$ cat src/rtl/fifo_pkg.sv
// Shared types and constants for the async FIFO read-domain blocks.
package fifo_pkg;

    localparam int FIFO_DATA_WIDTH = 8;
    localparam int BUF_DEPTH       = 2;

    typedef logic [1:0]                 level_t;
    typedef logic [FIFO_DATA_WIDTH-1:0] word_t;

endpackage

$ cat src/rtl/rd_skid_buf.sv
// Two-entry circular output buffer: written at the tail by returning read data,
// drained at the head by the downstream consumer.
module rd_skid_buf
    import fifo_pkg::*;
#(
    parameter int DATA_WIDTH = FIFO_DATA_WIDTH
) (
    input  logic                  i_clk,
    input  logic                  i_rst,
    input  logic                  i_wr,
    input  logic [DATA_WIDTH-1:0] i_wdata,
    input  logic                  i_pop,
    output logic [DATA_WIDTH-1:0] o_head,
    output logic [1:0]            o_count,
    output logic                  o_valid
);

    logic [DATA_WIDTH-1:0] r_mem [BUF_DEPTH];
    logic                  r_head;
    logic                  r_tail;
    logic [1:0]            r_count;

    // A write and a pop on the same edge leave the count unchanged; the popped
    // word is read combinationally before the edge, so order is preserved.
    always_ff @(posedge i_clk or posedge i_rst) begin
        if (i_rst) begin
            for (int i = 0; i < BUF_DEPTH; i++) begin
                r_mem[i] <= '0;
            end
            r_head  <= 1'b0;
            r_tail  <= 1'b0;
            r_count <= 2'd0;
        end else begin
            if (i_wr) begin
                r_mem[r_tail] <= i_wdata;
                r_tail        <= ~r_tail;
            end
            if (i_pop) begin
                r_head <= ~r_head;
            end
            r_count <= r_count + {1'b0, i_wr} - {1'b0, i_pop};
        end
    end

    assign o_head  = r_mem[r_head];
    assign o_count = r_count;
    assign o_valid = (r_count != 2'd0);

endmodule

$ cat src/rtl/rd_stream_adapter.sv
// Turns the registered-read FIFO memory plus the empty flag into a
// first-word-fall-through valid/ready stream sustaining one word per cycle.
module rd_stream_adapter
    import fifo_pkg::*;
#(
    parameter int DATA_WIDTH = FIFO_DATA_WIDTH
) (
    input  logic                  rclk,
    input  logic                  rrst,
    input  logic                  empty,
    output logic                  r_en,
    input  logic [DATA_WIDTH-1:0] rdata,
    output logic                  m_valid,
    output logic [DATA_WIDTH-1:0] m_data,
    input  logic                  m_ready,
    output logic [1:0]            level
);

    logic       r_inflight;
    logic       w_pop;
    logic [1:0] w_count;
    logic [2:0] w_credit;

    // Handshake: a word transfers on every rising edge where m_valid & m_ready;
    // m_valid never depends on m_ready, and m_data holds while m_valid & !m_ready.
    assign w_pop = m_valid & m_ready;

    // Slots committed after this edge; a pop this cycle frees one, which is why
    // m_ready feeds r_en combinationally (keeps full throughput).
    assign w_credit = {1'b0, w_count} + {2'b00, r_inflight} - {2'b00, w_pop};
    assign r_en     = !rrst && !empty && (w_credit < 3'(BUF_DEPTH));

    always_ff @(posedge rclk or posedge rrst) begin
        if (rrst) begin
            r_inflight <= 1'b0;
        end else begin
            r_inflight <= r_en;
        end
    end

    rd_skid_buf #(
        .DATA_WIDTH(DATA_WIDTH)
    ) u_buf (
        .i_clk   (rclk),
        .i_rst   (rrst),
        .i_wr    (r_inflight),
        .i_wdata (rdata),
        .i_pop   (w_pop),
        .o_head  (m_data),
        .o_count (w_count),
        .o_valid (m_valid)
    );

    assign level = w_count;

endmodule
$ cat config.mk
export PLATFORM = sky130hd
export DESIGN_NAME = rd_stream_adapter
export DESIGN_NICKNAME = d
export VERILOG_FILES = /design/src/rtl/fifo_pkg.sv /design/src/rtl/rd_skid_buf.sv /design/src/rtl/rd_stream_adapter.sv
export SDC_FILE = /design/constraint.sdc
export NUM_CORES = 1
export LEC_CHECK = 0
export CORE_ASPECT_RATIO = 0.75
export CORE_MARGIN = 2
export CORE_UTILIZATION = 50
export CTS_BUF_LIST = sky130_fd_sc_hd__clkbuf_2
export DETAILED_ROUTE_END_ITERATION = 8
export MAX_ROUTING_LAYER = met4
export PLACE_DENSITY = 0.81
export SLEW_MARGIN = 20
export SYNTH_ARGS = -nofsm -noshare
export SYNTH_HDL_FRONTEND = slang
export SYNTH_SLANG_ARGS = --single-unit
$ cat constraint.sdc
create_clock -name rclk -period 2.9 [get_ports rclk]
set_input_delay 0.58 -clock rclk [delete_from_list [all_inputs] [get_ports rclk]]
set_output_delay 0.58 -clock rclk [all_outputs]
set_load 0.005 [all_outputs]
After elaboration in Yosys (flattened, before gate mapping)
Cells that the tools add are included.
{ "totals": {"regBits": 21, "output_inout_bits": 12} }
{ "op_classes": {"n_addsub": 4, "magnitude_cmp": 4, "n_mux": 6, "bitwise_logic": 5, "n_reduce_logical": 6} }
{ "op_table": {"columns": ["operator", "n"], "rows": [
  ["$mux 8", 4],
  ["$bwmux 16", 1],
  ["$demux 8 s1", 1],
  ["$ge 2x2->1 const B", 2],
  ["$not 1->2", 2],
  ["$add 2x1->3", 1],
  ["$logic_and 1x1->1", 3],
  ["$lt 3x2->1 const B", 1],
  ["$sub 3x1->3", 1],
  ["$add 2x1->2", 1],
  ["$logic_not 1->1", 2],
  ["$lt 2x1->1 const B", 1],
  ["$not 1->1", 2],
  ["$reduce_bool 2->1", 1],
  ["$sub 2x1->2", 1],
  ["$and 1x1->1", 1]
]} }

Longest topological paths before layout
Gate-level depths: netlist (run 1).
{ "logic_depth": {"ltp_word": 6, "ltp_mapped": 7, "depth_no_buf": 7} }

Cells and area by module
Synthesis (run 1) repeated with hierarchy kept, for this count alone.
{ "hier_totals": {"cells_unflattened": 67, "hier_area_um2": 988.4} }
{ "modules_own_cells": {"columns": ["module", "instances", "cells_per_inst", "area_per_inst_um2"], "rows": [
  ["rd_skid_buf", 1, 58, 887.1],
  ["rd_stream_adapter", 1, 9, 101.3]
]} }

Worst setup path after synthesis (run 1)
No wires, ideal clock.
{ "synth_path": {"path_type": "input -> output", "start": "input m_ready", "end": "output r_en", "arrival_ns": 1.937, "setup_slack_ns": 0.383, "stages": 6, "cell_sequence": "o21a_1 -> ha_1 -> inv_1 -> ha_1 -> fa_1 -> nor4_1"} }
{ "synth_between": {"elab_chain_cells": 4} }
{ "synth_lines": {"columns": ["element", "line_no", "rtl"], "rows": [
  ["start, declared", "rd_stream_adapter.sv:15", "input logic m_ready,"],
  ["$and 1x1->1", "rd_stream_adapter.sv:26", "assign w_pop = m_valid & m_ready;"],
  ["$sub 3x1->3", "rd_stream_adapter.sv:30", "assign w_credit = {1'b0, w_count} + {2'b00, r_inflight} - {2'b00, w_pop};"],
  ["net w_credit[1]", "rd_stream_adapter.sv:22", "logic [2:0] w_credit;"],
  ["$lt 3x2->1", "rd_stream_adapter.sv:31", "assign r_en = !rrst && !empty && (w_credit < 3'(BUF_DEPTH));"],
  ["$logic_and 1x1->1", "rd_stream_adapter.sv:31", null],
  ["end, declared", "rd_stream_adapter.sv:11", "output logic r_en,"]
]} }
The timed path passes the listed nets, and every way through them passes these cells.

Worst setup path in the final report (run 1)
{ "layout_path": {"start": "register u_buf.r_count[1], in the netlist u_buf.o_count[1]", "end": "output r_en"} }
{ "layout_between": {"elab_chain_cells": 5, "word_cells_on_any_way": 6, "classes_between": "add/sub: 2; order compare: 1; bitwise: 1; reduce/logical: 2"} }
{ "layout_lines": {"columns": ["element", "line_no", "rtl"], "rows": [
  ["start, declared", "rd_skid_buf.sv:21", "logic [1:0] r_count;"],
  ["start signal, assigned", "rd_skid_buf.sv:41", "r_count <= r_count + {1'b0, i_wr} - {1'b0, i_pop};"],
  ["$reduce_bool 2->1", "rd_skid_buf.sv:47", "assign o_valid = (r_count != 2'd0);"],
  ["$and 1x1->1", "rd_stream_adapter.sv:26", null],
  ["net u_buf.i_pop", "rd_skid_buf.sv:12", "input logic i_pop,"],
  ["$sub 3x1->3", "rd_stream_adapter.sv:30", null],
  ["net w_credit[1]", "rd_stream_adapter.sv:22", null],
  ["$lt 3x2->1", "rd_stream_adapter.sv:31", null],
  ["$logic_and 1x1->1", "rd_stream_adapter.sv:31", null]
]} }
The timed path passes the listed nets, and every way through them passes these cells.

==> reports/results.ini, run 1 <==
[synth]
ys_seq_area_share_pct = 54.5
synth_top_area_share_pct = 54.5
synth_fp_nets = 78
syn_inst = 63
synth_area_leaders = dfrtp_1 (54%), mux2_2 (19%), mux2_4 (12%), ha_1 (2.6%), fa_1 (2.1%)
synth.distinct_cells = 15
syn-cell-area_sq_um = 965
synth.largest_area_cell = dfrtp_1
postSynthAreaPerCell_sq_um = 15.3
synth_seq_cells = 21
ys_warn_count = 0

[status]
run_status = complete, no violations

[sta]
hold_violations = 0
post-route-min-period_ns = 2.86
finClkSkew_ns = 0.00575
final_max_slew_viol_count = 0
rsz0062_at_grt = yes
max_freq_mhz = 350
post-route-period-util_pct = 98.6
setup_violations = 0
maxSlewHeadroom_pct = 47.2
worstMarginPinSlew_ns = 0.791
whs_ns = 0.528

[power]
p_sw_mw = 0.424
p_comb_share_pct = 53.1
sw_frac_of_total_pct = 30.0
p_int_mw = 0.987
seqPwrFrac_pct = 38.5
p_leak_nw = 0.585
pwr-share-clk_pct = 8.4
ir_drop_mv = 0.827
pwr_density_cell_nw_per_um2 = 1080

[routing]
drt-initial-drc-count = 8
route.detailed.drc = 0
drt_wl_total_um = 1840
wire_per_inst_um = 15.7
via_per_inst = 5.12
dr.pass1.iters = 4
num_vias = 599
ant_nets = 0

[clock_network]
cts_root_buffer = clkbuf_2
cts_buffers = 3
cts_buffer_depth = 2
cts_tree = built
htreeDepth = 1
clk_latency_ns = 0.31
clk_pin_slew_ns = 0.18
clock-sinks = 21
hold_buffers = 0

[critical_path]
max_stage_delay_ns = 0.45
cp.arrival_ns = 2.28
setup.worst_path.start_class = register
critPathSlowestCell = fa_2
required_ns = 2.32
cp_cell_sequence = o21a_1 -> ha_1 -> inv_2 -> ha_4 -> fa_2 -> nor4_4 -> buf_2
critPathKind = register to output pin
endpoint_kind = output pin
crit_fanout = 2

[global_routing]
grt_usage_pct = 18.5
grt_overflow = 0
grt_pass1_wl_um = 2870
grt_max_degree = 22
antenna_found_initial = 0
grt_pass1_vias = 610

[place]
dp_hpwl_um = 1240
finalWeightedCongestion = 0.726
portBuffers = 23

[finish]
area_growth_pct = 35.0
nets = 111
antenna_cells = 0
final_cell_mix = clkdlybuf4s50_1 (21), dfrtp_1 (21), mux2_2 (16)
fin_util_pct = 73.5
nFillCells = 123
drive_above_1_share_pct = 44.2

[run]
cap_violations = 0

[floorplanning]
die_area_sq_um = 2300
num_rows = 13
initial_core_util_pct = 54.4
core_area_sq_um = 1770
die-height_um = 42.0
die_w_um = 54.7
ios = 24

[min_path]
hold_class = register to register

-- Yosys cell counts (all sizes together) --
master	n
buf	2
dfrtp	21
fa	1
ha	2
inv	5
mux2	24
nand2	2
nor2b	1
nor4	1
o21a	1
xnor2	1
xor2	2
-- state kept, by name (all words and copies together) (netlist names) --
| name | cells |
|---|---|
| u_buf.o_count | 2 |
| u_buf.r_head | 1 |
| u_buf.r_tail | 1 |
| r_inflight | 1 |
| u_buf.r_mem | 16 |
-- cells by family after synthesis --
group,after synthesis,synth area share (%)
adder cells (fa/ha/maj),3,4.67
AO/OA/AOI/OAI,1,0.779
XOR/XNOR,3,2.72
flip-flops,21,54.5
buffers and inverters,7,3.63
AND/OR/NAND/NOR,4,2.59
multiplexers,24,31.1
-- power by group through the flow --
stage	Combinational, mW	Sequential (mW)	Clock (mW)
after floorplan	0.403	0.507	0
after global routing	0.810	0.565	0.139
after global placement	0.667	0.543	0
after CTS	0.710	0.542	0.124
after detailed placement	0.689	0.545	0
final	0.749	0.544	0.118
-- critical path, delay by kind of cell (launching register included) --
family          cells  cell delay, ns
simple gates        1            0.23
fa+ha+maj           3            0.87
compound gates      1            0.21
buf+inv             2            0.23
flops               1            0.43
-- repair_timing --
item,in CTS,in global routing
resized for setup,7,4
pin swaps,4,4
endpoints found under the setup margin,1,1
setup buffers,2,1
-- area by class of cell --
type                    count  area, sq um  share of cell area [%]
inverters                   5         18.8                    1.44
well taps                  22         27.5                    2.11
flip-flops and latches     21          526                    40.3
multi-input cells          35          434                    33.3
repair buffers             30          277                    21.2
clock buffers               4         20.0                    1.54
-- per-stage QoR --
step	instance area, sq um	power (mW)	worst slack, ns	setup TNS [ns]	cells
detailed placement	1240	1.23	-0.624	-0.624	110
finish	1300	1.41	0.0401	0	117
global route	1300	1.51	-0.0444	-0.0444	117
CTS	1270	1.38	-0.0525	-0.0525	116
floorplan	965	0.910	0.383	0	63
global placement	1240	1.21	-0.556	-0.556	110
-- layer usage --
metal  vias to the layer above  global-route usage, %  routed length (um)
li1                        287                      -                   -
met1                       287                   26.6                 853
met2                        21                   25.2                 876
met3                         4                   7.50                  94
met4                         0                   3.00                  15
met5                         -                      -                   0
-- path summary, 6_finish.rpt --
path                       slack [ns]         endpoint             start  depth (start not counted)
min in group asynchronous        0.81   u_buf.r_mem[5]              rrst                          2
min reg2reg                      0.53   u_buf.r_mem[2]    u_buf.r_mem[2]                          1
max reg2reg                      0.68       r_inflight  u_buf.o_count[1]                         10
min                              0.53   u_buf.r_mem[2]    u_buf.r_mem[2]                          1
max                              0.04             r_en  u_buf.o_count[1]                          7
max in group asynchronous        1.60  u_buf.r_mem[12]              rrst                          2
(Power assumes the default switching activity.)
==> run 2, diff against run 1 <==
--- a/config.mk
+++ b/config.mk
@@ -9,6 +9,7 @@
 export CORE_MARGIN = 2
 export CORE_UTILIZATION = 50
 export CTS_BUF_LIST = sky130_fd_sc_hd__clkbuf_2
+export CTS_CLUSTER_SIZE = 10
 export DETAILED_ROUTE_END_ITERATION = 8
 export MAX_ROUTING_LAYER = met4
 export PLACE_DENSITY = 0.81
==> results of run 2 <==
No change in the layout: final DEF, timing and power equal those of run 1.
